### src/rtl/es_push_writer.sv
// es_push_writer: buffers producer words in a small FIFO and feeds them to
// the execution stack as single-cycle push commands, holding off while the
// control FSM owns the stack.
// Optional build macro: ES_PUSH_DROP_CNT_EN adds the drop_cnt debug output.
module es_push_writer #(
    parameter int unsigned DEPTH      = 4,
    parameter int unsigned WIDTH      = 16,
    parameter logic [1:0]  PUSH_OP    = 2'b00,
    parameter int unsigned GAP_CYCLES = 1
) (
    input  logic                     clk,
    input  logic                     reset,
    input  logic                     in_valid,
    output logic                     in_ready,
    input  logic [WIDTH-1:0]         in_data,
    input  logic                     flush,
    input  logic                     es_busy,
    output logic                     ESAct,
    output logic [1:0]               ESop,
    output logic [WIDTH-1:0]         PushVal,
    output logic [$clog2(DEPTH):0]   count,
    output logic                     empty,
    output logic                     full
`ifdef ES_PUSH_DROP_CNT_EN
    ,
    output logic [7:0]               drop_cnt
`endif
);

    localparam int unsigned AW     = $clog2(DEPTH);
    localparam int unsigned CW     = AW + 1;
    localparam int unsigned GW     = 2;
    localparam bit          NO_GAP = (GAP_CYCLES == 0);

    typedef enum logic [1:0] {
        IDLE  = 2'd0,
        ISSUE = 2'd1,
        GAP   = 2'd2
    } state_t;

    state_t            state;
    logic [GW-1:0]     gap_cnt;
    logic [WIDTH-1:0]  mem [DEPTH];
    logic [AW-1:0]     wr_ptr;
    logic [AW-1:0]     rd_ptr;
    logic              accept;
    logic              issue_slot;
    logic              pop;

    assign full     = (count == CW'(DEPTH));
    assign empty    = (count == '0);
    assign in_ready = !full && !reset;
    // flush wins over a simultaneous transfer; that word is dropped
    assign accept   = in_valid && in_ready && !flush;

    // An issue slot opens in IDLE, at the last GAP cycle, or back-to-back
    // from ISSUE when no settle gap is configured.
    assign issue_slot = (state == IDLE)
                     || (state == GAP && gap_cnt == '0)
                     || (state == ISSUE && NO_GAP);
    assign pop = issue_slot && !empty && !es_busy && !flush;

    // FIFO storage write (no reset needed, validity tracked by count)
    always_ff @(posedge clk) begin
        if (accept) begin
            mem[wr_ptr] <= in_data;
        end
    end

    // FIFO pointers and occupancy
    always_ff @(posedge clk or posedge reset) begin
        if (reset) begin
            wr_ptr <= '0;
            rd_ptr <= '0;
            count  <= '0;
        end else if (flush) begin
            wr_ptr <= '0;
            rd_ptr <= '0;
            count  <= '0;
        end else begin
            if (accept) wr_ptr <= wr_ptr + AW'(1);
            if (pop)    rd_ptr <= rd_ptr + AW'(1);
            case ({accept, pop})
                2'b10:   count <= count + CW'(1);
                2'b01:   count <= count - CW'(1);
                default: count <= count;
            endcase
        end
    end

    // Issue FSM with registered stack command outputs
    always_ff @(posedge clk or posedge reset) begin
        if (reset) begin
            state   <= IDLE;
            gap_cnt <= '0;
            ESAct   <= 1'b0;
            ESop    <= 2'b00;
            PushVal <= '0;
        end else begin
            ESAct <= 1'b0;
            ESop  <= 2'b00;
            if (flush) begin
                state <= IDLE;
            end else if (pop) begin
                state   <= ISSUE;
                ESAct   <= 1'b1;
                ESop    <= PUSH_OP;
                PushVal <= mem[rd_ptr];
            end else begin
                case (state)
                    ISSUE: begin
                        if (NO_GAP) begin
                            state <= IDLE;
                        end else begin
                            state   <= GAP;
                            gap_cnt <= GW'(GAP_CYCLES - 1);
                        end
                    end
                    GAP: begin
                        if (gap_cnt == '0) state <= IDLE;
                        else               gap_cnt <= gap_cnt - GW'(1);
                    end
                    default: state <= IDLE;
                endcase
            end
        end
    end

`ifdef ES_PUSH_DROP_CNT_EN
    // Saturating count of offered words that could not be taken
    always_ff @(posedge clk or posedge reset) begin
        if (reset) begin
            drop_cnt <= '0;
        end else if (in_valid && (full || flush) && drop_cnt != 8'hFF) begin
            drop_cnt <= drop_cnt + 8'd1;
        end
    end
`endif

endmodule

### config.mk
export PLATFORM = sky130hd
export DESIGN_NAME = es_push_writer
export DESIGN_NICKNAME = d
export VERILOG_FILES = /design/src/rtl/es_push_writer.sv
export SDC_FILE = /design/constraint.sdc
export NUM_CORES = 1
export LEC_CHECK = 0
export CORE_ASPECT_RATIO = 0.8
export CORE_MARGIN = 4
export CORE_UTILIZATION = 53
export DETAILED_ROUTE_END_ITERATION = 7
export PLACE_DENSITY = 0.82
export SLEW_MARGIN = 25
export SYNTH_ARGS = -nofsm -noshare
export SYNTH_HDL_FRONTEND = slang
export SYNTH_SLANG_ARGS = --single-unit
### constraint.sdc
create_clock -name clk -period 2.7 [get_ports clk]
set_input_delay 0.27 -clock clk [delete_from_list [all_inputs] [get_ports clk]]
set_output_delay 0.27 -clock clk [all_outputs]
set_load 0.01 [all_outputs]
==> impl_metrics.ini, run 1 <==
[sta]
max_slew_margin_pct = 41.60
worstMarginPinSlew_ns = 0.8760
layout_min_cycle_time_ns = 2.253
drv_slew = 0
finalSetupTns_ns = 0
timing.final.crit_share_pct = 83.46
fin_skew_ns = 0.01104
hold_viol = 0
setup_viol = 0
rsz0062_at_grt = no
timing.fmax_ghz = 0.4438

[clock_tree]
cts-buffers-inserted = 9
cts_hold_repair.buffers = 0
max-clock-path-buffers = 2
numClockSinks = 92
cell_at_the_root_of_the_clock_tree = sky130_fd_sc_hd__clkbuf_8
clk_lat_worst_skew_ns = 0.36
postCtsSetupBuffers = 0
tritoncts = built
cts-resized-gates = 0
cts.reportedPaths.clkPinSlew_ns = 0.09
cts-htree-levels = 3

[outcome]
status = completed

[logic_synthesis]
syn_inst = 192
synth_top_cells_by_area = sky130_fd_sc_hd__edfxtp_1, sky130_fd_sc_hd__dfrtp_1, sky130_fd_sc_hd__mux4_2
ys_ff_latch = 92
synth_seq_area_share_pct = 70.48
post_synth_instance_area_um2 = 3721
post_synth.cell_area_avg_um2 = 19.38
synth-async-reset-ratio_pct = 30.43
yosys_most_used_dff = sky130_fd_sc_hd__edfxtp_1
synth-edff-count = 64
yosysUniqueCellTypes = 39
synth.largest_area_cell = sky130_fd_sc_hd__edfxtp_1
synth.yosys.warnings = 0
yosys.area.top_type_share_pct = 51.65

[setup_path]
worstSetupStartpointType = flop
worstPathCellList = inv_1, ha_1, nand2b_1, nand3_4, nor3_1, fa_1, o21ba_1, a2111oi_2
critical_path_arrival_ns = 2.50
crit_path_max_incr_delay_ns = 0.43
worst_path_dominant_cell_family = adder cells
cp_num_buf_inv = 1
reg2reg_depth = 8
crit_required_ns = 2.94
crit_slowest_cell = sky130_fd_sc_hd__fa_1
critical_path_cell_count = 8
setup.worst_path.class = reg2reg
worst-path-max-fanout = 7
cp-end-kind = flop

[power_and_ir_drop]
leakagePower_nw = 1.621
pwr-share-comb_pct = 31.9
ir_worst_vdd_uv = 486.5
pwr-share-clk_pct = 21.6
pwr-share-seq_pct = 46.5
total_switching_power_mw = 1.097
power.switching_fraction_pct = 27.25
powerDensity_nw_per_um2 = 892.7
internal_power_mw = 2.929

[final_layout]
num_antenna_cells = 0
layout_commonest_cell = sky130_fd_sc_hd__edfxtp_1
num-nets-final = 277
synthToLayoutAreaGrowth_pct = 21.18
fin_util_pct = 65.75
most-common-layout-cells = sky130_fd_sc_hd__edfxtp_1, sky130_fd_sc_hd__clkdlybuf4s50_1, sky130_fd_sc_hd__dfrtp_1
fin_area_um2 = 4509
stdcell_count = 342
drive_gt1_share_pct = 26.67

[drt]
total_iterations_of_the_first_detailed_routing_run = 4
antenna_violation_net_count_after_detailed_routing = 0
drt-vias-per-instance = 5.351
post_drt_wl_per_cell_um = 18.19
via_count = 1830
totalWireLength_um = 6222
initialDrtViolationCount = 84
detail_route.drc_violations = 0

[grt]
largest_net_degree_at_the_start_of_global_routing = 29
grt_use_total_pct = 16.58
globalRouteOverflowTotal = 0
grt_antenna_before_repair = 0
wire_length_of_the_first_global_routing_pass_um = 10290
grt_pass1_vias = 1932

[placed_design]
gpl.final_weighted_congestion = 0.7380
dp_hpwl_um = 4164
place.port_buffers = 43
placed_cell_area_um2 = 4318
numPlacedInstances = 326

[floorplanning]
die_height_um = 82.95
placementRows = 27
fp.dieArea_um2 = 8434
design.core.area_um2 = 6858
i_o_pin_count = 46
start_util_pct = 54.26
die_w_um = 101.7

[hold_path]
hp-class = in2async

[job]
max-cap-violations = 0
[metal layers]
metal | global-route usage, % | wire [um] | up-vias
li1 | - | - | 844
met1 | 23.21 | 2768 | 931
met2 | 24.58 | 3006 | 43
met3 | 5.122 | 331 | 12
met4 | 6.159 | 116 | 0
met5 | 0 | 0 | -
[cells in the mapped netlist (all sizes together), types with 2 or more instances]
library cell,n
mux2i,2
mux4,16
xor2,3
ha,5
mux2,20
nor3b,2
inv,6
and2,4
buf,7
nand3,2
dfrtp,28
edfxtp,64
nor2,14
nand2b,4
[tightest hold or removal path: cells and delay by family]
kind,cells,cell delay (ns)
buf+inv,3,0.94
[path summary, 6_finish.rpt]
path | from | to | slack, ns
min in group clk | PushVal[2] | PushVal[2] | 0.51
hold reg to reg | PushVal[2] | PushVal[2] | 0.51
max in group asynchronous | reset | ESAct | 1.99
setup reg to reg | gap_cnt[0] | count[2] | 0.45
setup / recovery | gap_cnt[0] | count[2] | 0.45
hold / removal | reset | rd_ptr[1] | 0.43
[registers in the layout (all words and copies together), names as in the netlist]
name,count
mem,64
ESAct,1
state,2
count,3
wr_ptr,2
rd_ptr,2
PushVal,16
gap_cnt,2
[logic make-up (layout without fill, tap and decap cells)]
logic type	count (synthesis)	in the layout	synth area share, %
other cells	1	2	0.1008
compound gates	4	4	1.009
xor+xnor	4	4	1.143
fa+ha+maj	6	6	2.219
flops	92	92	70.48
mux	38	38	17.18
buf+inv	14	76	2.051
simple gates	33	33	5.817
[metrics by stage]
stage / total power, mW / hold WS, ns / setup WS (ns)
floorplan: 2.654 / 0.3354 / 0.5283
global placement: 3.173 / 0.4905 / 0.5202
detailed placement: 3.203 / 0.4998 / 0.4752
CTS: 4.081 / 0.4258 / 0.4333
global route: 4.263 / 0.4584 / 0.2718
finish: 4.026 / 0.4315 / 0.4467
[layout make-up]
type / instances / area, um2
timing repair buffer: 54 / 538.0
sequential: 92 / 2623
inverter: 6 / 22.52
clock buffer: 13 / 170.2
multi-input combinational: 87 / 1026
tap: 87 / 108.9
fill: 449 / 2349
clock inverter: 3 / 21.27
[power groups by stage]
stage	combinational [mW]	clock (mW)	sequential (mW)
6_report	1.28	0.869	1.87
5_1_grt	1.38	0.973	1.91
4_1_cts	1.31	0.895	1.88
3_5_place_dp	1.30	0	1.90
3_3_place_gp	1.28	0	1.90
2_1_floorplan	0.743	0	1.91
Power figures use the tool's default switching activity.
==> run 2: changes to the inputs <==
Clock period 2.7 ns to 2.1 ns, I/O delays scaled along.
==> impl_metrics.ini, run 2 (synthesized netlist as in run 1, its figures left out) <==
[sta]
hold_viol = 0
finalSetupTns_ns = 0
rsz0062_at_grt = no
postLayoutSetupSlackWorst_ns = 0.06543
fin_skew_ns = 0.01040
timing.final.crit_share_pct = 96.88
setup_viol = 0
drv_slew = 0
timing.fmax_ghz = 0.4915
layout_min_cycle_time_ns = 2.035

[floorplanning]
i_o_pin_count = 46
start_util_pct = 54.26
design.core.area_um2 = 6858
die_w_um = 101.7
fp.dieArea_um2 = 8434
die_height_um = 82.95
placementRows = 27

[setup_path]
cp-end-kind = flop
worstSetupStartpointType = flop
worst-path-max-fanout = 6
setup.worst_path.class = reg2reg
critical_path_arrival_ns = 2.27
crit_required_ns = 2.34

[final_layout]
most-common-layout-cells = sky130_fd_sc_hd__edfxtp_1, sky130_fd_sc_hd__clkdlybuf4s50_1, sky130_fd_sc_hd__dfrtp_1
drive_gt1_share_pct = 31.06
num_antenna_cells = 0
largest_reg_flops = 64
fillerInstances = 449
registers.top_by_ff_count = mem
synthToLayoutAreaGrowth_pct = 25.52
fin_util_pct = 68.11
num-nets-final = 286
layout_commonest_cell = sky130_fd_sc_hd__edfxtp_1
largestRegisters = mem (64), PushVal (16), count (3)

[clock_tree]
cts.reportedPaths.clkPinSlew_ns = 0.09
cts-buffers-inserted = 9
numClockSinks = 92
max-clock-path-buffers = 2
tritoncts = built
cell_at_the_root_of_the_clock_tree = sky130_fd_sc_hd__clkbuf_8
clk_lat_worst_skew_ns = 0.35
cts-htree-levels = 3

[grt]
largest_net_degree_at_the_start_of_global_routing = 29
grtUsageMet3_pct = 5.793
most_utilized_layer_in_the_global_route_result = met2
grt_use_total_pct = 17.12
grt_pass1_vias = 2047
globalRouteOverflowTotal = 0
grt_antenna_before_repair = 0
grt.met1_usage_pct = 22.36
gr-usage-met2_pct = 28.03
wire_length_of_the_first_global_routing_pass_um = 10800

[placed_design]
gpl.final_weighted_congestion = 0.7643
place.port_buffers = 43
place_ws_ns = 0.01379
dp_hpwl_um = 4397

[power_and_ir_drop]
leakagePower_nw = 1.698
ir_worst_vdd_uv = 600.8
powerDensity_nw_per_um2 = 1177

[drt]
drt-vias-per-instance = 5.288
totalWireLength_um = 6440
total_iterations_of_the_first_detailed_routing_run = 4
detail_route.drc_violations = 0
initialDrtViolationCount = 88
antenna_violation_net_count_after_detailed_routing = 0
post_drt_wl_per_cell_um = 18.35
via_count = 1856

[hold_path]
hp-class = in2async

[outcome]
status = completed

[job]
max-cap-violations = 0
[run 2: metrics by stage]
stage          hold WS [ns]  power (mW)  cell area, um2  instances
2_1_floorplan        0.2753       3.431            3736        193
3_3_place_gp         0.4890       4.142            4414        334
3_5_place_dp         0.4959       4.186            4414        334
4_1_cts              0.4401       5.551            4651        350
5_1_grt              0.4875       5.798            4671        351
6_report             0.4471       5.496            4671        351
[run 2: final cells by class]
type,count,area (um2),area share [%]
Timing Repair Buffer,63,630.6,13.50
Tap cell,87,108.9,2.331
Sequential cell,92,2625,56.20
Multi-Input combinational cell,87,1047,22.42
Inverter,6,22.52,0.4822
Clock buffer,13,170.2,3.643
Clock inverter,3,66.31,1.420
[run 2: critical path, cell delays in order (launching register included)]
cell,delay [ns]
sky130_fd_sc_hd__dfrtp_2,0.45
sky130_fd_sc_hd__or3_4,0.38
sky130_fd_sc_hd__nand3_4,0.08
sky130_fd_sc_hd__nor3_2,0.06
sky130_fd_sc_hd__fa_2,0.40
sky130_fd_sc_hd__o21ba_1,0.20
sky130_fd_sc_hd__a2111oi_2,0.35
[run 2: routing by layer]
metal / up-vias / wire (um)
met5: - / 0
met4: 0 / 35
met3: 3 / 375
met2: 48 / 3267
met1: 947 / 2762
li1: 858 / -
[run 2: where the power goes]
group          internal (mW)  switching, mW  total (mW)
registers               2.20          0.148        2.35
clock network          0.778          0.572        1.35
logic                   1.09          0.713        1.80
[run 2: repair_timing]
item,in CTS,in global routing
setup buffers,0,1
resized for setup,0,2
setup endpoints to repair,0,1
hold buffers,0,0
[run 2: worst paths after layout]
check	cells after the start	end	start	slack, ns
min in group clk	1	mem[2][10]	in_data[10]	0.49
setup / recovery	6	count[2]	count[2]	0.07
hold / removal	4	state[1]	reset	0.45
max in group asynchronous	4	count[0]	reset	1.35
setup reg to reg	6	count[2]	count[2]	0.07
hold reg to reg	1	PushVal[2]	PushVal[2]	0.51
==> run 3: changes to the inputs <==
Settings changed: REMOVE_ABC_BUFFERS set to 1, SKIP_LAST_GASP set to 1.
==> impl_metrics.ini, run 3 (synthesized netlist as in run 1, its figures left out) <==
[sta]
rsz0062_at_grt = yes
layout_min_cycle_time_ns = 1.993
timing.fmax_ghz = 0.5017
postLayoutSetupSlackWorst_ns = 0.1067
worstMarginPinSlew_ns = 0.8292
drv_slew = 0
timing.final.crit_share_pct = 94.92
max_slew_margin_pct = 44.72
fin_skew_ns = 0.01082
hold_viol = 0
setup_viol = 0
fin_hold_ws_ns = 0.4661

[final_layout]
num_antenna_cells = 0
largestRegisters = mem (64), PushVal (16), count (3)
num-nets-final = 287
drive_gt1_share_pct = 29.81
registers.top_by_ff_count = mem
fillerInstances = 433
most-common-layout-cells = sky130_fd_sc_hd__edfxtp_1, sky130_fd_sc_hd__clkdlybuf4s50_1, sky130_fd_sc_hd__dfrtp_1
fin_area_um2 = 4572
layout_commonest_cell = sky130_fd_sc_hd__edfxtp_1
synthToLayoutAreaGrowth_pct = 22.86
largest_reg_flops = 64

[drt]
drt-vias-per-instance = 5.295
post_drt_wl_per_cell_um = 18.07
total_iterations_of_the_first_detailed_routing_run = 4
antenna_violation_net_count_after_detailed_routing = 0
initialDrtViolationCount = 74
totalWireLength_um = 6360
detail_route.drc_violations = 0
via_count = 1864

[placed_design]
gpl.final_weighted_congestion = 0.7464
placed_cell_area_um2 = 4368
place.port_buffers = 43
dp_hpwl_um = 4298
place_ws_ns = -0.01355

[floorplanning]
die_w_um = 101.7
start_util_pct = 54.26
i_o_pin_count = 46
design.core.area_um2 = 6858
fp.dieArea_um2 = 8434
die_height_um = 82.95
placementRows = 27

[clock_tree]
tritoncts = built
cts.reportedPaths.clkPinSlew_ns = 0.09
numClockSinks = 92
postCtsSetupBuffers = 0
cts-buffers-inserted = 9
cts-htree-levels = 3
cell_at_the_root_of_the_clock_tree = sky130_fd_sc_hd__clkbuf_8
clk_lat_worst_skew_ns = 0.35
max-clock-path-buffers = 2

[setup_path]
cp-endpoint = count[2]
critical_path_arrival_ns = 2.24
setup.worst_path.start = count[2]
setup.worst_path.class = reg2reg
reg2reg_depth = 6
worst-path-max-fanout = 7
cp-end-kind = flop
crit-reg2reg-capture = count[2]
worstSetupStartpointType = flop
worstPathCellList = or3_4, nand3_4, nor3_1, fa_2, o21ba_1, a2111oi_2
crit_slowest_cell = sky130_fd_sc_hd__dfrtp_1
crit_path_max_incr_delay_ns = 0.45
crit_required_ns = 2.34
setup.reg_to_reg.worst_slack_ns = 0.11
r2r_start = count[2]

[job]
max-cap-violations = 0

[power_and_ir_drop]
leakagePower_nw = 1.682
finalPower_mw = 5.259
ir_worst_vdd_uv = 633.5
powerDensity_nw_per_um2 = 1150

[outcome]
status = completed

[grt]
grt_use_total_pct = 16.87
globalRouteOverflowTotal = 0
grt_pass1_vias = 2088
largest_net_degree_at_the_start_of_global_routing = 29
grt_antenna_before_repair = 0
wire_length_of_the_first_global_routing_pass_um = 10650

[hold_path]
hp-class = in2async
==> run 3: cell count changes in the layout (fill, tap and decap cells not counted), moves of 2 or more <==
cell | before | now
sky130_fd_sc_hd__dfrtp_1 | 26 | 28
sky130_fd_sc_hd__buf_4 | 16 | 21
sky130_fd_sc_hd__clkinv_2 | 0 | 2
sky130_fd_sc_hd__buf_12 | 4 | 0
sky130_fd_sc_hd__dfrtp_2 | 2 | 0
==> run 3: worst max-delay path: cells and delay by family, from the launching register on <==
| kind | cells | cell delay, ns |
|---|---|---|
| AOI/OAI and AO/OA | 2 | 0.55 |
| adders and majority gates | 1 | 0.37 |
| DFF | 1 | 0.45 |
| and+or+nand+nor | 3 | 0.51 |
==> run 3: worst min-delay path by stage <==
stage	start	to	slack [ns]	cells past startpoint
after floorplan	reset	ESAct	0.28	1
after global placement	PushVal[8]	PushVal[8]	0.49	1
after detailed placement	PushVal[5]	PushVal[5]	0.50	1
after CTS	reset	state[1]	0.48	4
after global routing	in_data[8]	mem[2][8]	0.48	1
final	reset	state[1]	0.47	4
==> run 3: through the flow <==
stage / std cells / setup TNS, ns / utilization (%)
2_1_floorplan: 185 / -0.07174 / -
5_1_grt: 352 / -0.007310 / 66.67
6_report: 352 / 0 / 66.67
3_3_place_gp: 336 / 0 / 63.69
4_1_cts: 352 / 0 / 66.59
3_5_place_dp: 336 / -0.01355 / 63.69
==> run 3: report_power, final <==
group,switching [mW],internal [mW]
clock,0.565,0.575
combinational,0.693,1.07
sequential,0.165,2.19
total,1.42,3.83
==> run 3: cell type report <==
| cell class | instances | area, um2 | share of cell area (%) |
|---|---|---|---|
| clock buffer | 11 | 141.4 | 3.093 |
| clock inverter | 5 | 51.30 | 1.122 |
| inverter | 6 | 22.52 | 0.4926 |
| multi-input combinational | 87 | 1035 | 22.63 |
| sequential | 92 | 2623 | 57.36 |
| tap | 87 | 108.9 | 2.381 |
| timing repair buffer | 64 | 590.6 | 12.92 |
==> run 3: metal layers <==
layer  vias up  global-route usage [%]  share of wire (%)
li1        860                       -                  -
met1       952                   21.36                 42
met4         0                   4.348                1.0
met2        45                   27.97                 52
met3         7                   5.626                5.0
met5         -                       0                  0
==> run 3: repair_timing <==
action	CTS	global route
hold buffers	0	0
gates resized for setup	1	2
endpoints found under the hold margin	0	0
setup endpoints to repair	1	2
pin swaps	0	1
